<file path="config.mk">
export PLATFORM = sky130hd
export DESIGN_NAME = multicycle_ctrl_fsm
export DESIGN_NICKNAME = d
export VERILOG_FILES = /design/src/rtl/multicycle_ctrl_fsm.sv
export SDC_FILE = /design/constraint.sdc
export NUM_CORES = 1
export LEC_CHECK = 0
export CORE_ASPECT_RATIO = 1.2
export CORE_MARGIN = 5
export CORE_UTILIZATION = 45
export CTS_CLUSTER_SIZE = 24
export DETAILED_ROUTE_END_ITERATION = 16
export PLACE_DENSITY_LB_ADDON = 0.25
export REMOVE_ABC_BUFFERS = 1
export SYNTH_ARGS = -nofsm -noshare
export SYNTH_HDL_FRONTEND = slang
export SYNTH_SLANG_ARGS = --single-unit
</file>
<file path="constraint.sdc">
create_clock -name clk -period 3.35 [get_ports clk]
set_clock_uncertainty 0.05 [all_clocks]
set_input_delay 0.67 -clock clk [delete_from_list [all_inputs] [get_ports clk]]
set_output_delay 0.67 -clock clk [all_outputs]
set_load 0.02 [all_outputs]
</file>
<file path="src/rtl/multicycle_ctrl_fsm.sv">
// multicycle_ctrl_fsm: multicycle IF/ID/EXE/MEM/WB control unit with memory wait states, traps, halt and counters
module multicycle_ctrl_fsm #(
    parameter int OP_W        = 6,
    parameter int ALUOP_W     = 3,
    parameter int CNT_W       = 32,
    parameter int MEM_TIMEOUT = 16
) (
    input  logic               clk,
    input  logic               reset,
    input  logic [OP_W-1:0]    opcode,
    input  logic               zero,
    input  logic               mem_ready,
    output logic               mem_req,
    output logic               mem_we,
    output logic               ir_we,
    output logic               pc_we,
    output logic [1:0]         pc_src,
    output logic               reg_we,
    output logic [1:0]         reg_dst,
    output logic [1:0]         wb_sel,
    output logic               alu_src_a,
    output logic               alu_src_b,
    output logic               ext_sel,
    output logic [ALUOP_W-1:0] alu_op,
    output logic [2:0]         state,
    output logic               halted,
    output logic [1:0]         trap_cause,
    output logic [CNT_W-1:0]   instr_count,
    output logic [CNT_W-1:0]   cycle_count
);
    typedef enum logic [2:0] {
        S_IF   = 3'd0,
        S_ID   = 3'd1,
        S_EXE  = 3'd2,
        S_MEM  = 3'd3,
        S_WB   = 3'd4,
        S_HALT = 3'd5,
        S_TRAP = 3'd6,
        S_BAD  = 3'd7
    } state_t;

    localparam int WAIT_W = (MEM_TIMEOUT > 1) ? $clog2(MEM_TIMEOUT) : 1;

    localparam logic [OP_W-1:0] OP_ADD  = OP_W'(6'b000000);
    localparam logic [OP_W-1:0] OP_SUB  = OP_W'(6'b000001);
    localparam logic [OP_W-1:0] OP_ADDI = OP_W'(6'b000010);
    localparam logic [OP_W-1:0] OP_OR   = OP_W'(6'b010000);
    localparam logic [OP_W-1:0] OP_AND  = OP_W'(6'b010001);
    localparam logic [OP_W-1:0] OP_ORI  = OP_W'(6'b010010);
    localparam logic [OP_W-1:0] OP_SLT  = OP_W'(6'b100110);
    localparam logic [OP_W-1:0] OP_SLL  = OP_W'(6'b011000);
    localparam logic [OP_W-1:0] OP_SW   = OP_W'(6'b110000);
    localparam logic [OP_W-1:0] OP_LW   = OP_W'(6'b110001);
    localparam logic [OP_W-1:0] OP_BEQ  = OP_W'(6'b110100);
    localparam logic [OP_W-1:0] OP_BNE  = OP_W'(6'b110101);
    localparam logic [OP_W-1:0] OP_J    = OP_W'(6'b111000);
    localparam logic [OP_W-1:0] OP_JR   = OP_W'(6'b111001);
    localparam logic [OP_W-1:0] OP_JAL  = OP_W'(6'b111010);
    localparam logic [OP_W-1:0] OP_HALT = OP_W'(6'b111111);

    localparam logic [ALUOP_W-1:0] ALU_ADD = ALUOP_W'(3'b000);
    localparam logic [ALUOP_W-1:0] ALU_SUB = ALUOP_W'(3'b001);
    localparam logic [ALUOP_W-1:0] ALU_OR  = ALUOP_W'(3'b010);
    localparam logic [ALUOP_W-1:0] ALU_AND = ALUOP_W'(3'b011);
    localparam logic [ALUOP_W-1:0] ALU_SLT = ALUOP_W'(3'b100);
    localparam logic [ALUOP_W-1:0] ALU_SLL = ALUOP_W'(3'b101);

    state_t              r_state;
    state_t              w_next;
    logic [WAIT_W-1:0]   r_wait;
    logic [1:0]          r_trap_cause;
    logic [1:0]          w_trap_next;
    logic [CNT_W-1:0]    r_instr_count;
    logic [CNT_W-1:0]    r_cycle_count;
    logic                w_is_r;
    logic                w_is_branch;
    logic                w_is_mem;
    logic                w_legal;
    logic                w_taken;
    logic                w_timeout;
    logic                w_alu_phase;
    logic                w_waiting;
    logic [ALUOP_W-1:0]  w_dec_alu;

    assign w_is_r      = opcode == OP_ADD || opcode == OP_SUB || opcode == OP_OR ||
                         opcode == OP_AND || opcode == OP_SLT || opcode == OP_SLL;
    assign w_is_branch = opcode == OP_BEQ || opcode == OP_BNE;
    assign w_is_mem    = opcode == OP_LW || opcode == OP_SW;
    assign w_legal     = w_is_r || w_is_branch || w_is_mem || opcode == OP_ADDI ||
                         opcode == OP_ORI || opcode == OP_J || opcode == OP_JR ||
                         opcode == OP_JAL || opcode == OP_HALT;
    assign w_taken     = (opcode == OP_BEQ) ? zero : !zero;
    assign w_waiting   = (r_state == S_IF || r_state == S_MEM) && !mem_ready;
    assign w_timeout   = MEM_TIMEOUT != 0 && !mem_ready && r_wait == WAIT_W'(MEM_TIMEOUT - 1);

    // ALU controls stay decoded from EXE through WB so the result is held for writeback
    assign w_alu_phase = r_state == S_EXE || r_state == S_MEM || r_state == S_WB;
    assign w_dec_alu   = (opcode == OP_SUB || w_is_branch)   ? ALU_SUB :
                         (opcode == OP_OR || opcode == OP_ORI) ? ALU_OR  :
                         (opcode == OP_AND)                  ? ALU_AND :
                         (opcode == OP_SLT)                  ? ALU_SLT :
                         (opcode == OP_SLL)                  ? ALU_SLL : ALU_ADD;
    assign alu_op      = w_alu_phase ? w_dec_alu : '0;
    assign alu_src_a   = w_alu_phase && opcode == OP_SLL;
    assign alu_src_b   = w_alu_phase && (opcode == OP_ADDI || opcode == OP_ORI || w_is_mem);
    assign ext_sel     = w_alu_phase && (opcode == OP_ADDI || w_is_mem || w_is_branch);

    assign state       = r_state;
    assign halted      = r_state == S_HALT;
    assign trap_cause  = r_trap_cause;
    assign instr_count = r_instr_count;
    assign cycle_count = r_cycle_count;

    always_comb begin
        w_next      = r_state;
        w_trap_next = r_trap_cause;
        mem_req     = 1'b0;
        mem_we      = 1'b0;
        ir_we       = 1'b0;
        pc_we       = 1'b0;
        pc_src      = 2'b00;
        reg_we      = 1'b0;
        reg_dst     = 2'b00;
        wb_sel      = 2'b00;
        case (r_state)
            S_IF: begin
                mem_req = 1'b1;
                if (mem_ready) begin
                    ir_we  = 1'b1;
                    w_next = S_ID;
                end else if (w_timeout) begin
                    w_next      = S_TRAP;
                    w_trap_next = 2'b10;
                end
            end
            S_ID: begin
                if (opcode == OP_J || opcode == OP_JR || opcode == OP_JAL) begin
                    pc_we  = 1'b1;
                    pc_src = (opcode == OP_JR) ? 2'b11 : 2'b10;
                    w_next = S_IF;
                    if (opcode == OP_JAL) begin
                        reg_we  = 1'b1;
                        reg_dst = 2'b10;
                        wb_sel  = 2'b10;
                    end
                end else if (opcode == OP_HALT) begin
                    w_next = S_HALT;
                end else if (!w_legal) begin
                    w_next      = S_TRAP;
                    w_trap_next = 2'b01;
                end else begin
                    w_next = S_EXE;
                end
            end
            S_EXE: begin
                if (w_is_branch) begin
                    pc_we  = 1'b1;
                    pc_src = w_taken ? 2'b01 : 2'b00;
                    w_next = S_IF;
                end else begin
                    w_next = w_is_mem ? S_MEM : S_WB;
                end
            end
            S_MEM: begin
                mem_req = 1'b1;
                mem_we  = opcode == OP_SW;
                if (mem_ready) begin
                    pc_we  = opcode == OP_SW;
                    w_next = (opcode == OP_SW) ? S_IF : S_WB;
                end else if (w_timeout) begin
                    w_next      = S_TRAP;
                    w_trap_next = 2'b10;
                end
            end
            S_WB: begin
                reg_we  = 1'b1;
                pc_we   = 1'b1;
                reg_dst = w_is_r ? 2'b01 : 2'b00;
                wb_sel  = (opcode == OP_LW) ? 2'b01 : 2'b00;
                w_next  = S_IF;
            end
            S_HALT, S_TRAP: w_next = r_state;
            default: w_next = S_TRAP;
        endcase
    end

    always_ff @(posedge clk) begin
        if (reset) begin
            r_state       <= S_IF;
            r_wait        <= '0;
            r_trap_cause  <= 2'b00;
            r_instr_count <= '0;
            r_cycle_count <= '0;
        end else begin
            r_state       <= w_next;
            r_wait        <= w_waiting ? r_wait + 1'b1 : '0;
            r_trap_cause  <= w_trap_next;
            r_instr_count <= r_instr_count + CNT_W'(pc_we);
            r_cycle_count <= r_cycle_count + CNT_W'(r_state != S_HALT && r_state != S_TRAP);
        end
    end
endmodule

</file>
==> out/qor.csv <==
metric;value;unit
antenna_found_initial;0;
place_inst;639;
globalplace.congestion;0.906;
finalCritPeriodShare;0.957;
grt_max_degree;41;
synth_common_cells;nor2_1, dfxtp_1, xor2_1, nand3_1, nand2_1;
fin_cells;655;
wirelength;9.40;mm
ys_top_cells_by_area;dfxtp_1, xor2_1, nor2_1, xnor2_1, nand3_1;
whs;0.393;ns
status;finished, final reports clean;
max-cap-violations;0;
gr-usage-all-layers;0.193;
drc_errors;0;
finalHoldViolCount;0;
worst_slack;0.145;ns
synth_top_area_frac;0.397;
fin_crit;3.21;ns
endpoint_kind;output port;
cts_buffers;9;
num_antenna_cells;0;
num_rows;36;
clkTransAtPathRegs;0.08;ns
required;2.63;ns
holdBufCountCts;0;
ys_ff_latch;73;
worst_pin_slew;0.720;ns
start_util;0.457;
clockBufferDepth;2;
p_int;1450;uW
switching_share;0.292;
fp.coreArea;0.00806;mm^2
clock.fmax;312;MHz
final_layout_size_suffix_gt1_frac;0.109;
die_area;0.0101;mm^2
synth_top_area_cell;dfxtp_1;
hpwl;6.95;mm
die_w;92.6;um
cts_resized;12;
grt_overflow;0;
setup_viol;0;
start_kind;primary input;
avgRoutedWirePerCell;14.3;um
crit_type;in -> out;
synth_cell_types;50;
grt_pass1_vias;3332;
drtIter0Drc;153;
synth.most_common_cell;nor2_1;
ys.flop_type;dfxtp_1;
slew_headroom;0.520;
p_clk_frac;0.335;
cts.sinks;73;
cts_tree;built;
ys_async_sr_fraction;0;
irDropWorstVdd;0.239;mV
crit_fanout;3;
detail-route-antenna-nets;0;
final_area;0.00512;mm^2
combPwrFrac;0.210;
powerDensity;401;mW/mm^2
cts-root-buf;clkbuf_8;
io_buffers;96;
synth_edf_count;0;
syn_avg_cell_area;8.44;um^2
fin_nets;570;
placed_area;0.00492;mm^2
htree_num_levels;3;
ys.warnings.count;0;
cts_setup_buffers;0;
post-place-ws;-0.192;ns
dr.pass1.iters;5;
syn2layout_area_growth;39.1;%
ioPinCount;97;
clk_latency;0.34;ns
p_seq_frac;0.455;
vias_per_cell;5.31;
synth_cells;436;
arrival;2.49;ns
die_y;109;um
syn_area;0.00368;mm^2
hold_path.class;reg -> reg;
rsz0062_at_grt;no;
synth_seq_area_share;0.397;
power_leakage;0.00206;uW
final_max_slew_viol_count;0;
grt_pass1_wl;15.8;mm
fin_util;0.635;
num_vias;3479;
p_switching;599;uW
[worst paths after layout]
check | startpoint | end | slack (ns) | cells past startpoint
hold / removal | r_wait[0] | r_wait[0] | 0.39 | 1
setup / recovery | opcode[3] | mem_we | 0.14 | 5
hold reg to reg | r_wait[0] | r_wait[0] | 0.39 | 1
setup reg to reg | state[0] | instr_count[16] | 0.44 | 12
[worst max-delay path: stages]
cell and delay, ns:
clkdlybuf4s50_1 0.44, or2_1 0.27, nor4_2 0.19, and4b_1 0.30
clkdlybuf4s50_1 0.63
[area by class of cell]
cell class | instances | area, um^2
fillers | 709 | 2940
multi-input cells | 333 | 2100
flip-flops and latches | 73 | 1460
repair buffers | 131 | 1210
clock buffers | 11 | 141
well taps | 95 | 119
clock inverters | 5 | 55.1
inverters | 7 | 26.3
[power by group through the flow]
stage                     clock (uW)  sequential, uW  combinational, uW
after floorplan                    0             992                176
after global placement             0             954                438
after detailed placement           0             954                437
after CTS                        701             934                434
after global routing             741             941                474
final                            687             934                432
[flip-flops by register name (all words and copies together) (netlist names)]
signal       flops
state            3
trap_cause       2
r_wait           4
cycle_count     32
instr_count     32
[cells in the final DEF, fill, tap and decap left out, types with 4 or more instances in the layout]
cell type	netlist	final
nor2b_1	5	5
or2_1	4	4
nor3_1	14	14
nand4_1	15	15
dlymetal6s2s_1	0	4
and3_1	14	14
and4_1	11	11
dfxtp_1	73	73
buf_4	1	35
clkbuf_8	0	10
a21oi_1	4	4
and2_1	10	10
nand2_1	25	25
xor2_1	42	42
o211ai_1	5	5
nand3_1	29	29
xnor2_1	22	22
clkdlybuf4s50_1	0	80
ha_1	5	5
dlygate4sd2_1	0	11
nor2_1	81	81
inv_1	6	6
nor4_1	6	5
[logic make-up (layout without fill, tap and decap cells)]
logic type / Yosys count / in the layout / synth area share
simple gates: 237 / 237 / 0.346
flops: 73 / 73 / 0.397
xor+xnor: 64 / 64 / 0.152
buf+inv: 30 / 154 / 0.0337
compound gates: 27 / 27 / 0.0541
fa+ha+maj: 5 / 5 / 0.0170
[metrics by stage]
step / TNS (ns) / power [uW]
CTS: 0 / 2070
detailed placement: -2.28 / 1390
finish: 0 / 2050
floorplan: -1.65 / 1170
global route: 0 / 2160
global placement: -2.37 / 1390
[per-layer routing]
metal	share of wire	global-route usage	vias to the layer above	wire length [um]
met5	0	0	-	0
met4	0.019	0.0722	0	183
met3	0.060	0.0476	19	562
met2	0.50	0.334	124	4670
met1	0.42	0.230	1591	3980
li1	-	-	1745	-
Power figures use the tool's default switching activity.
==> RTL change (config.mk and constraints unchanged) <==
Make the reset (`reset`) asynchronous in one clocked block.
--- a/src/rtl/multicycle_ctrl_fsm.sv
+++ b/src/rtl/multicycle_ctrl_fsm.sv
@@ -186,3 +186,3 @@
 
-    always_ff @(posedge clk) begin
+    always_ff @(posedge clk or posedge reset) begin
         if (reset) begin
Function: differs if reset is asserted again (counterexample within 4 cycles, from zero or initial values and one cycle with reset high); with reset held inactive, the same outputs for 10 cycles.
==> RTL change against the unedited design <==
  * Sequential cell count did not move
  * Area after synthesis is 2.4% higher
  * First-iteration DRC count fell by 41%
  * Routed wire length decreased by 0.30%
  * Final area is 3.1% higher
  * Setup slack worse by 0.044 ns
Power is not compared: it rests on default switching activity, and its combinational part moved more than twofold at a synthesized area within 25%.
==> RTL change: results (changes against the unedited design) <==
[routing]
vias_per_cell=5.36  ; was 5.31
drt_iter0_drc=90  ; was 153
drt_wl_total_mm=9.37  ; was 9.40 mm
drtPass1Iterations=4  ; was 5

[synthesis]
synthFlopType=dfrtp_1  ; was dfxtp_1
yosysUniqueCellTypes=62  ; was 50
yosysTopAreaCell=dfrtp_1  ; was dfxtp_1
synth.area.top_cells=dfrtp_1 (48%), xnor2_1 (12%), nand4_1 (5.6%)  ; was dfxtp_1 (40%), xor2_1 (10%), nor2_1 (8.3%)
ys_top_cells_by_count=dfrtp_1 (73), xnor2_1 (52), nand4_1 (34)  ; was nor2_1 (81), dfxtp_1 (73), xor2_1 (42)
yosysWarningCount=0  ; unchanged
synthArstFlopShare=1.00  ; was 0
seq_area_frac_synth=0.484  ; was 0.397

[place]
numPortBuffers=96  ; unchanged
dp.final_hpwl_mm=7.04  ; was 6.95 mm
placed_area_mm2=0.00508  ; was 0.00492 mm^2
gp_congestion=0.918  ; was 0.906

[cells_and_area]
layout-drive-gt1-share=0.135  ; was 0.109
antenna_cells=0  ; unchanged
nets=507  ; was 570

[worst_setup_path]
cp_slowest_cell=clkdlybuf4s50_1  ; unchanged
r2r_end=instr_count[29]  ; was instr_count[16]
slowest_delay_ns=0.52  ; was 0.63 ns
crit_family=buffers and inverters  ; unchanged
r2r-start=state[0]  ; unchanged
r2r_setup_slack_ns=0.28  ; was 0.44 ns
endpoint=pc_we  ; was mem_we
r2r_cells=10  ; was 12
crit_fanout=4  ; was 3
cp.arrival_ns=2.53  ; was 2.49 ns
startpoint=opcode[3]  ; unchanged

[cts]
cts_root_buf=clkbuf_8  ; unchanged
clockBufferDepth=2  ; unchanged
clk_pin_slew_ns=0.08  ; about the same
post_cts_buffers=0  ; unchanged
post_cts_resized=9  ; was 12
clk-insertion-delay-late_ns=0.35
cts_buffers=9  ; unchanged
htree_levels=3  ; unchanged

[power]
irDropWorstVdd_v=0.000216
p_leak_nw=2.37

[timing]
slew_headroom=0.429  ; was 0.520

[global_route]
grt_max_degree=29  ; was 41
grt_pass1_wl_mm=15.7  ; was 15.8 mm
antenna_found_initial=0  ; unchanged
grt_usage=0.192  ; was 0.193
grt_pass1_vias=3374  ; was 3332

[hold_path]
min_path_cells=1  ; unchanged
hold_path_class=flop to flop  ; unchanged

[outcome]
status=complete, no violations  ; unchanged

RTL change: cell count changes after synthesis, moves of 4 or more:
cell / unedited run / this run
xor2_1: 42 / 11
nor2_1: 81 / 21
dfrtp_1: 0 / 73
dfxtp_1: 73 / 0
and2_1: 10 / 3
xnor2_1: 22 / 52
nand4_1: 15 / 34
nand3_1: 29 / 25
and4_1: 11 / 4
o211ai_1: 5 / 0
nor3_1: 14 / 7
nor4_1: 6 / 2
inv_1: 6 / 10
RTL change: per-layer routing:
layer / share of wire / GRT usage / up-vias / routed length, um
li1: - / - / 1564 / -
met1: 0.42 / 0.230 / 1608 / 3920
met2: 0.50 / 0.324 / 87 / 4710
met3: 0.056 / 0.0489 / 14 / 523
met4: 0.023 / 0.0929 / 0 / 219
met5: 0 / 0 / - / 0
RTL change: area by class of cell:
type / count / area (um^2)
timing repair buffer: 134 / 1240
sequential: 73 / 1830
clock buffer: 13 / 149
inverter: 10 / 37.5
multi-input combinational: 264 / 1840
clock inverter: 3 / 40.0
tap: 114 / 143
fill: 675 / 2880
RTL change: worst min path at each step:
stage	startpoint	end	slack [ns]
2_1_floorplan	r_wait[0]	r_wait[0]	0.38
3_3_place_gp	r_wait[0]	r_wait[0]	0.40
3_5_place_dp	r_wait[0]	r_wait[0]	0.41
4_1_cts	r_wait[0]	r_wait[0]	0.42
5_1_grt	r_wait[0]	r_wait[0]	0.44
6_report	r_wait[0]	r_wait[0]	0.41
RTL change: cells by family (layout without fill, tap and decap cells):
family                   after synthesis  after routing  share of synthesized area
AO/OA/AOI/OAI                         34             34                     0.0700
XOR/XNOR                              63             63                      0.146
adder cells (fa/ha/maj)                5              5                     0.0166
buffers and inverters                 28            160                     0.0319
flip-flops                            73             73                      0.484
multiplexers                           1              1                    0.00265
AND/OR/NAND/NOR                      161            161                      0.248
RTL change: per-stage QoR:
| stage | hold WS (ns) | setup TNS, ns | setup slack, ns | cells | power (W) |
|---|---|---|---|---|---|
| floorplan | 0.383 | -5.21 | -0.300 | 347 | 0.000930 |
| global placement | 0.400 | -3.36 | -0.187 | 595 | 0.000985 |
| finish | 0.413 | 0 | 0.101 | 611 | 0.00165 |
| global route | 0.436 | 0 | 0.00790 | 611 | 0.00172 |
| CTS | 0.418 | 0 | 0.0000204 | 611 | 0.00167 |
| detailed placement | 0.407 | -3.96 | -0.226 | 595 | 0.000986 |
RTL change: where the power goes:
part | internal (W) | total [W] | switching [W] | leakage, nW
registers | 0.000881 | 0.000882 | 0.000000405 | 0.994
logic | 0.0000387 | 0.0000873 | 0.0000486 | 1.28
clock network | 0.000363 | 0.000678 | 0.000314 | 0.0974
total | 0.00128 | 0.00165 | 0.000363 | 2.37
